$ cat config.mk
export PLATFORM = sky130hd
export DESIGN_NAME = shape_calc_engine
export DESIGN_NICKNAME = d
export VERILOG_FILES = /design/src/rtl/shape_processor_pkg.sv /design/src/rtl/shape_calc_mul.sv /design/src/rtl/shape_calc_engine.sv
export SDC_FILE = /design/constraint.sdc
export NUM_CORES = 1
export LEC_CHECK = 0
export ABC_AREA = 1
export CAP_MARGIN = 0
export CORE_MARGIN = 4
export CORE_UTILIZATION = 30
export CTS_CLUSTER_DIAMETER = 100
export DETAILED_ROUTE_END_ITERATION = 7
export PLACE_DENSITY = 0.55
export SKIP_LAST_GASP = 1
export SLEW_MARGIN = 20
export SYNTH_ARGS = -nofsm -noshare
export SYNTH_HDL_FRONTEND = slang
export SYNTH_SLANG_ARGS = --single-unit
export TNS_END_PERCENT = 1
$ cat constraint.sdc
create_clock -name clk -period 7.2 [get_ports clk]
set_input_delay 1.08 -clock clk [delete_from_list [all_inputs] [get_ports clk]]
set_output_delay 1.08 -clock clk [all_outputs]
set_load 0.01 [all_outputs]
$ cat src/rtl/shape_processor_pkg.sv
// Shared types and legality rules for the shape processor (control SFR block and compute engine).
package shape_processor_pkg;

    typedef enum logic [2:0] {
        KEEP_SHAPE = 3'd0,
        SQUARE     = 3'd1,
        RECTANGLE  = 3'd2,
        TRIANGLE   = 3'd3
    } shape_t;

    typedef enum logic [1:0] {
        KEEP_OPERATION = 2'd0,
        AREA           = 2'd1,
        PERIMETER      = 2'd2
    } op_t;

    typedef enum logic [1:0] {
        IDLE = 2'd0,
        MUL  = 2'd1,
        DONE = 2'd2
    } calc_state_e;

    function automatic logic is_legal_shape(input shape_t shape);
        return (shape == SQUARE) || (shape == RECTANGLE) || (shape == TRIANGLE);
    endfunction

    function automatic logic is_legal_operation(input op_t op);
        return (op == AREA) || (op == PERIMETER);
    endfunction

    // KEEP_* codes are only meaningful to the SFR block, so they fail here too.
    function automatic logic is_legal_combination(input shape_t shape, input op_t op);
        return is_legal_shape(shape) && is_legal_operation(op) &&
               !((shape == TRIANGLE) && (op == PERIMETER));
    endfunction

endpackage

$ cat src/rtl/shape_calc_mul.sv
// Serial shift-add multiplier: one multiplier bit per cycle, LSB first, WIDTH cycles after start.
module shape_calc_mul
    import shape_processor_pkg::*;
#(
    parameter int WIDTH = 8
) (
    input  logic                 clk,
    input  logic                 rst,
    input  logic                 start,
    input  logic [WIDTH-1:0]     multiplicand,
    input  logic [WIDTH-1:0]     multiplier,
    output logic                 done,
    output logic [2*WIDTH-1:0]   product
);

    localparam int CW = $clog2(WIDTH);
    localparam int RW = 2 * WIDTH;

    logic            r_run;
    logic [CW-1:0]   r_cnt;
    logic [RW-1:0]   r_acc;
    logic [RW-1:0]   r_mcand;
    logic [WIDTH-1:0] r_mplier;
    logic [RW-1:0]   w_acc_next;

    assign w_acc_next = r_acc + (r_mplier[0] ? r_mcand : '0);

    // product includes the final iteration so the caller can capture it on the done cycle.
    assign done    = r_run && (r_cnt == CW'(WIDTH - 1));
    assign product = w_acc_next;

    // NOTE: sequential state uses non-blocking assignments so every register sees pre-edge values.
    always_ff @(posedge clk) begin
        if (rst) begin
            r_run    <= 1'b0;
            r_cnt    <= '0;
            r_acc    <= '0;
            r_mcand  <= '0;
            r_mplier <= '0;
        end else if (start) begin
            r_run    <= 1'b1;
            r_cnt    <= '0;
            r_acc    <= '0;
            r_mcand  <= RW'(multiplicand);
            r_mplier <= multiplier;
        end else if (r_run) begin
            r_acc    <= w_acc_next;
            r_mcand  <= r_mcand << 1;
            r_mplier <= r_mplier >> 1;
            r_cnt    <= r_cnt + CW'(1);
            if (done) begin
                r_run <= 1'b0;
            end
        end
    end

endmodule

$ cat src/rtl/shape_calc_engine.sv
// Shape compute engine: accepts one command, computes area (serial multiply) or perimeter,
// and holds the result or an error flag on a valid/ready result port.
module shape_calc_engine
    import shape_processor_pkg::*;
#(
    parameter int WIDTH = 8
) (
    input  logic                 clk,
    input  logic                 rst,
    input  logic                 cmd_valid,
    output logic                 cmd_ready,
    input  shape_t               cmd_shape,
    input  op_t                  cmd_op,
    input  logic [WIDTH-1:0]     cmd_a,
    input  logic [WIDTH-1:0]     cmd_b,
    output logic                 res_valid,
    input  logic                 res_ready,
    output logic [2*WIDTH-1:0]   res_data,
    output logic                 res_err,
    output logic                 busy
);

    localparam int RW = 2 * WIDTH;

    calc_state_e     r_state;
    calc_state_e     w_state_next;
    shape_t          r_shape;
    logic [RW-1:0]   r_res_data;
    logic            r_res_err;

    logic            w_accept;
    logic            w_legal;
    logic            w_is_area;
    logic            w_mul_start;
    logic            w_mul_done;
    logic [RW-1:0]   w_product;
    logic [WIDTH:0]  w_sum;
    logic [RW-1:0]   w_perim;

    assign w_accept    = cmd_valid && (r_state == IDLE);
    assign w_legal     = is_legal_combination(cmd_shape, cmd_op);
    assign w_is_area   = (cmd_op == AREA);
    assign w_mul_start = w_accept && w_legal && w_is_area;
    assign w_sum       = {1'b0, cmd_a} + {1'b0, cmd_b};

    always_comb begin
        w_perim = '0;
        case (cmd_shape)
            SQUARE:    w_perim = RW'({cmd_a, 2'b00});
            RECTANGLE: w_perim = RW'({w_sum, 1'b0});
            default:   w_perim = '0;
        endcase
    end

    shape_calc_mul #(
        .WIDTH(WIDTH)
    ) u_mul (
        .clk          (clk),
        .rst          (rst),
        .start        (w_mul_start),
        .multiplicand (cmd_a),
        .multiplier   ((cmd_shape == SQUARE) ? cmd_a : cmd_b),
        .done         (w_mul_done),
        .product      (w_product)
    );

    always_ff @(posedge clk) begin
        if (rst) begin
            r_state <= IDLE;
        end else begin
            r_state <= w_state_next;
        end
    end

    // NOTE: the default assignment first keeps this block purely combinational (no latch).
    always_comb begin
        w_state_next = r_state;
        case (r_state)
            IDLE:    if (w_accept)   w_state_next = w_mul_start ? MUL : DONE;
            MUL:     if (w_mul_done) w_state_next = DONE;
            DONE:    if (res_ready)  w_state_next = IDLE;
            default: w_state_next = IDLE;
        endcase
    end

    // Result is written only at accept or at the end of MUL, so it cannot move while held in DONE.
    always_ff @(posedge clk) begin
        if (rst) begin
            r_shape    <= KEEP_SHAPE;
            r_res_data <= '0;
            r_res_err  <= 1'b0;
        end else if (w_accept) begin
            r_shape    <= cmd_shape;
            r_res_err  <= !w_legal;
            r_res_data <= (w_legal && !w_is_area) ? w_perim : '0;
        end else if ((r_state == MUL) && w_mul_done) begin
            r_res_data <= (r_shape == TRIANGLE) ? (w_product >> 1) : w_product;
        end
    end

    assign cmd_ready = (r_state == IDLE);
    assign busy      = (r_state != IDLE);
    assign res_valid = (r_state == DONE);
    assign res_data  = r_res_data;
    assign res_err   = r_res_err;

endmodule

==> flow_summary.ini, run 1 <==
[status]
outcome = finished, final reports clean

[timing]
finalSetupTns_ns = 0
finalClockSkew_ns = 0.00727
hold_viol = 0
timing.final.setup_violations = 0
min_period_over_period = 0.390
relSlewSlack = 0.588
max_freq_ghz = 0.356
worstMarginPinSlew_ns = 0.617
slew_violations = 0
rsz0062_at_grt = no
fin_crit_ns = 2.81

[setup_path]
critPathArrivalTime_ns = 3.02
worstPathRequired_ns = 7.41
end_kind = register
startpoint_type = input pin
critPathBufInv = 3
r2r_setup_slack_ns = 4.61
path_common_cell = nand2_4
critPathMaxFanout = 23
critPathMaxStageDelay_ns = 0.48
crit_type = in2reg
slowest_stage = clkdlybuf4s50_1
cp_top_family = simple AND/OR/NAND/NOR gates
crit_chain = clkdlybuf4s50_1 -> inv_1 -> ha_1 -> nor2_1 -> nand2_1 -> nor2_4 -> nand2_4 -> nand2_4 -> inv_2 -> o21ai_1 -> a21oi_1

[detailed_routing]
dr.first_iter.drc_count = 232
final_antenna_net_count = 0
vias = 4486
routed_wirelength_mm = 12.7
wl_per_cell_um = 13.5
drtPass1Iterations = 4
drc = 0
viasPerCell = 4.74

[synthesis]
synth.distinct_cells = 40
synthAdderAreaFrac = 0.0829
ys_ff_latch = 66
yosys-mux-area-fraction = 0
yosys_warnings = 0
netlist_area_mm2 = 0.00456
synth_compound_area_frac = 0.133
synth-simple-area-share = 0.363
yosysSeqAreaShare = 0.290
avgSynthCellArea_um2 = 6.32
synth_nets = 776
synthCells = 722
synth_top_family_by_area = simple AND/OR/NAND/NOR gates
synthXorXnorAreaFrac = 0.00960

[clock_network]
cts.sink_count = 66
cts_tree = yes
insertion_delay_ns = 0.34
cts_root_buf = clkbuf_16
post_cts_resized = 0
cts_buffers = 9
postCtsSetupRepairBufs = 0
clock_path_buffers = 2
hold_buffers = 0
htree_levels = 3
clk_pin_slew_ns = 0.05

[layout]
fin_area_mm2 = 0.00540
nNetsFinal = 811
drive_gt1_frac = 0.0564
num_antenna_cells = 0
fillCellCount = 1583
syn_to_final_growth_pct = 18.4
utilization = 0.367

[power]
cellPowerDensity_mw_per_mm2 = 166
power.leakage_nw = 2.66
peakVddDrop_uv = 88.1

[job]
cap_viol_max_count = 0

[global_route]
first_global_vias = 4282
use_met1 = 0.205
grt_pass1_wl_mm = 21.4
antenna_found_initial = 0
grt-ovfl-total = 0
grt_busiest_layer = met2
grt_use_total = 0.152
met3_usage = 0.0325
grt_max_degree = 35
gr-usage-met2 = 0.240

[place]
gp_congestion = 0.845
post-dp-hpwl_mm = 10.1
io_buffers = 44
dpl-instance-area_mm2 = 0.00513

[floorplanning]
dieArea_mm2 = 0.0172
num_rows = 44
initial_core_util = 0.310
io_pins = 45
coreArea_mm2 = 0.0147
die_w_um = 131
die_h_um = 131

[hold_path]
hold_path.class = reg2reg
==> metal layers <==
layer / vias up / share of wire
met3: 18 / 0.034
met5: - / 0
met1: 2009 / 0.50
met4: 0 / 0.022
li1: 2384 / -
met2: 75 / 0.45
==> cell type report <==
type	count	area, um2	share of cell area
multi-input combinational	516	2680	0.497
clock inverter	3	15.0	0.00278
sequential	66	1320	0.245
tap	184	230	0.0427
timing repair buffer	46	455	0.0844
inverter	118	444	0.0823
clock buffer	13	250	0.0464
==> cells in the mapped netlist (all sizes together) <==
| cell | n | area [um2] |
|---|---|---|
| dfxtp | 66 | 1320 |
| nand3b | 4 | 30.0 |
| a31o | 1 | 8.76 |
| nand4 | 9 | 56.3 |
| a31oi | 13 | 81.3 |
| and2 | 3 | 18.8 |
| xor2 | 3 | 26.3 |
| o211ai | 10 | 100 |
| or2 | 4 | 25.0 |
| clkbuf | 11 | 41.3 |
| a21oi | 49 | 245 |
| ha | 27 | 338 |
| buf | 11 | 73.8 |
| nor3b | 1 | 7.51 |
| o21bai | 1 | 7.51 |
| o22ai | 1 | 6.26 |
| nor2 | 32 | 151 |
| o21a | 1 | 7.51 |
| o21ai | 28 | 140 |
| xnor2 | 2 | 17.5 |
| nand3 | 80 | 405 |
| nor3 | 2 | 21.3 |
| a21o | 1 | 7.51 |
| clkinv | 3 | 12.5 |
| fa | 2 | 40.0 |
| nand2 | 242 | 938 |
| inv | 115 | 432 |
==> cell usage in the layout, fill, tap and decap left out, types with 4 or more instances in the layout <==
cell type / n
nand2_1: 238
inv_1: 110
nand3_1: 79
dfxtp_1: 65
a21oi_1: 49
clkdlybuf4s50_1: 44
nor2_1: 27
ha_1: 27
o21ai_0: 24
a31oi_1: 13
nand4_1: 9
clkbuf_16: 9
inv_2: 5
o211ai_2: 5
o211ai_1: 5
nand2_4: 4
clkinv_2: 4
o21ai_1: 4
or2_2: 4
nand3b_1: 4
==> logic make-up after synthesis <==
logic type | Yosys count
buffers and inverters | 140
adders and majority gates | 29
xor gates and xnor gates | 5
and+or+nand+nor | 377
DFF | 66
AOI/OAI and AO/OA | 105
==> per-stage QoR <==
step / power (mW) / hold slack (ns) / setup slack [ns] / instances
after global placement: 0.509 / 0.454 / 4.05 / 930
after detailed placement: 0.509 / 0.458 / 4.04 / 930
after global routing: 0.938 / 0.490 / 4.23 / 946
after floorplan: 0.461 / 0.439 / 4.86 / 722
final: 0.899 / 0.464 / 4.39 / 946
after CTS: 0.906 / 0.464 / 4.40 / 946
==> sequential cells by signal, summed over array words and instances, names as in the netlist <==
register        flops
u_mul.r_mplier      8
r_state             2
res_err             1
u_mul.r_run         1
u_mul.r_cnt         3
res_data           16
u_mul.r_acc        16
r_shape             3
u_mul.r_mcand      16
==> power by group <==
group	switching, mW	leakage [nW]	total (mW)	internal [mW]
Sequential	0.00631	0.535	0.381	0.375
Clock	0.157	0.133	0.398	0.241
Combinational	0.0702	2.00	0.120	0.0496
==> final timing paths <==
check / from / end / cells after the start
max: cmd_op[0] / u_mul.r_acc[13]$_SDFFE_PP0P_ / 11
min: u_mul.r_cnt[1]$_SDFFE_PP0P_ / u_mul.r_cnt[1]$_SDFFE_PP0P_ / 2
max reg2reg: u_mul.r_mplier[0]$_SDFFE_PP0P_ / res_data[12]$_SDFFE_PP0P_ / 15
min reg2reg: u_mul.r_cnt[1]$_SDFFE_PP0P_ / u_mul.r_cnt[1]$_SDFFE_PP0P_ / 2
==> worst min-delay path: stages, from the launching register on <==
cell     delay [ns]
dfxtp_1        0.31
nand2_1        0.06
a21oi_1        0.05
Power figures use the tool's default switching activity.
==> inputs of run 2 (changes only) <==
--- a/config.mk
+++ b/config.mk
@@ -11,7 +11,7 @@
 export CORE_UTILIZATION = 30
 export CTS_CLUSTER_DIAMETER = 100
 export DETAILED_ROUTE_END_ITERATION = 7
-export PLACE_DENSITY = 0.55
+export PLACE_DENSITY = 0.57
 export SKIP_LAST_GASP = 1
 export SLEW_MARGIN = 20
 export SYNTH_ARGS = -nofsm -noshare
==> constraint.sdc (replaced) <==
create_clock -name clk -period 2.55 [get_ports clk]
set_input_delay 0.3825 -clock clk [delete_from_list [all_inputs] [get_ports clk]]
set_output_delay 0.3825 -clock clk [all_outputs]
set_load 0.01 [all_outputs]
==> run 2 against run 1 <==
- worst setup slack got worse by 4.1 ns
- via count grew 2.7%
- clock-buffer cell count fell by 3
- global-route usage down 0.29 points
- flip-flop and latch count is the same
- die area did not move
- clock skew fell by 0.0027 ns
- first-iteration DRC count is 13% lower
- routed wire length is 0.53% lower
- power grew to 3.1 times the previous value
- critical endpoint is now u_mul.r_acc[15]$_SDFFE_PP0P_
==> flow_summary.ini, run 2 (synthesis results as in run 1) <==
[timing]
slew_violations = 0
relSlewSlack = 0.604
min_period_over_period = 0.868
hold_slack_ns = 0.461
max_freq_ghz = 0.452
timing.final.setup_violations = 0
worstMarginPinSlew_ns = 0.590
finalSetupTns_ns = 0
fin_crit_ns = 2.21
finalClockSkew_ns = 0.00461
layout_setup_ws_ns = 0.336
rsz0062_at_grt = no
hold_viol = 0

[setup_path]
startpoint_type = register
path_common_cell = nand2_1
crit_chain = buf_4 -> nand2_1 -> inv_1 -> ha_1 -> or2_2 -> nand3_1 -> nand2_1 -> nand2_1 -> nand3_1 -> nand2_1 -> nand2_1 -> o211ai_1 -> inv_1
worstPathRequired_ns = 2.77
cp_top_family = simple AND/OR/NAND/NOR gates
end_kind = register
critPathMaxFanout = 16
slowest_stage = or2_2
crit_type = reg2reg
critPathArrivalTime_ns = 2.44
critPathBufInv = 3
critPathMaxStageDelay_ns = 0.34

[floorplanning]
io_pins = 45
die_w_um = 131
dieArea_mm2 = 0.0172
initial_core_util = 0.310
num_rows = 44
die_h_um = 131
coreArea_mm2 = 0.0147

[clock_network]
postCtsSetupRepairBufs = 0
cts_tree = yes
clock_path_buffers = 2
htree_levels = 3
cts.sink_count = 66
clk_pin_slew_ns = 0.06
insertion_delay_ns = 0.33
cts_buffers = 9
hold_buffers = 0
cts_root_buf = clkbuf_16
post_cts_resized = 0

[layout]
num_antenna_cells = 0
syn_to_final_growth_pct = 20.9
final_common_cell = nand2_1
fin_area_mm2 = 0.00551
nNetsFinal = 817
drive_gt1_frac = 0.0677
final_cell_mix = 238 x nand2_1, 110 x inv_1, 79 x nand3_1, 65 x dfxtp_1, 49 x a21oi_1
fillCellCount = 1584

[power]
switching_share = 0.254
peakVddDrop_uv = 283
power.leakage_nw = 2.72
switchingPower_uw = 715
clkPwrFrac = 0.496
combPwrFrac = 0.123
cellPowerDensity_mw_per_mm2 = 510
p_seq_frac = 0.382
intPower_mw = 2.10

[status]
outcome = finished, final reports clean

[detailed_routing]
final_antenna_net_count = 0
drc = 0
drtPass1Iterations = 4
routed_wirelength_mm = 12.7
viasPerCell = 4.84
vias = 4609
dr.first_iter.drc_count = 202
wl_per_cell_um = 13.3

[global_route]
grt_pass1_wl_mm = 21.5
grt_max_degree = 49
grt_use_total = 0.149
first_global_vias = 4381
grt-ovfl-total = 0
antenna_found_initial = 0

[place]
io_buffers = 44
post-dp-hpwl_mm = 9.71
gp_congestion = 0.850
place_ws_ns = 0.165
dpl-instance-area_mm2 = 0.00518

[job]
cap_viol_max_count = 0

[hold_path]
hold_path.class = reg2reg
## run 2: cell count changes in the layout (fill, tap and decap cells not counted), sizes merged
cell    delta
buf        +6
bufinv     +2
clkbuf     -3
clkinv     -2
inv        +3
## run 2: worst reg2reg max path, cell delays in order (launching register included)
cell and delay, ns:
dfxtp_1 0.32, buf_4 0.23, nand2_1 0.07, inv_1 0.07
ha_1 0.29, or2_2 0.34, nand3_1 0.11, nand2_1 0.12
nand2_1 0.12, nand3_1 0.12, nand2_1 0.10, nand2_1 0.05
o211ai_1 0.11, inv_1 0.06
## run 2: area by class of cell
| cell class | count | area (um2) | share of cell area |
|---|---|---|---|
| Clock buffer | 10 | 239 | 0.0434 |
| Tap cell | 184 | 230 | 0.0418 |
| Timing Repair Buffer | 52 | 500 | 0.0908 |
| Sequential cell | 66 | 1320 | 0.240 |
| Inverter | 118 | 444 | 0.0806 |
| Multi-Input combinational cell | 516 | 2680 | 0.486 |
| Clock inverter | 6 | 95.1 | 0.0173 |
## run 2: metrics by stage
| stage | utilization | total power [mW] | cells |
|---|---|---|---|
| finish | 0.375 | 2.81 | 952 |
| global route | 0.375 | 2.93 | 952 |
| CTS | 0.375 | 2.84 | 952 |
| detailed placement | 0.352 | 1.44 | 936 |
| global placement | 0.352 | 1.44 | 936 |
| floorplan | - | 1.30 | 722 |
## run 2: power groups by stage
stage          sequential (mW)  clock (mW)  combinational (mW)
4_1_cts                   1.07        1.42               0.349
3_5_place_dp              1.10           0               0.347
5_1_grt                   1.08        1.47               0.386
3_3_place_gp              1.10           0               0.348
6_report                  1.07        1.39               0.346
2_1_floorplan             1.10           0               0.204
## run 2: path summary, 6_finish.rpt
path / start / end / slack, ns / cells after the start
worst min-delay path: u_mul.r_mplier[7]$_SDFFE_PP0P_ / u_mul.r_mplier[7]$_SDFFE_PP0P_ / 0.46 / 2
worst min register to register: u_mul.r_mplier[7]$_SDFFE_PP0P_ / u_mul.r_mplier[7]$_SDFFE_PP0P_ / 0.46 / 2
worst max register to register: u_mul.r_mplier[0]$_SDFFE_PP0P_ / u_mul.r_acc[15]$_SDFFE_PP0P_ / 0.34 / 13
worst max-delay path: u_mul.r_mplier[0]$_SDFFE_PP0P_ / u_mul.r_acc[15]$_SDFFE_PP0P_ / 0.34 / 13
## run 2: layer usage
| layer | track usage | vias up | part of all wire |
|---|---|---|---|
| met2 | 0.231 | 103 | 0.44 |
| met1 | 0.206 | 2078 | 0.49 |
| met4 | 0.0548 | 0 | 0.023 |
| li1 | - | 2404 | - |
| met3 | 0.0268 | 24 | 0.048 |
| met5 | 0 | - | 0 |
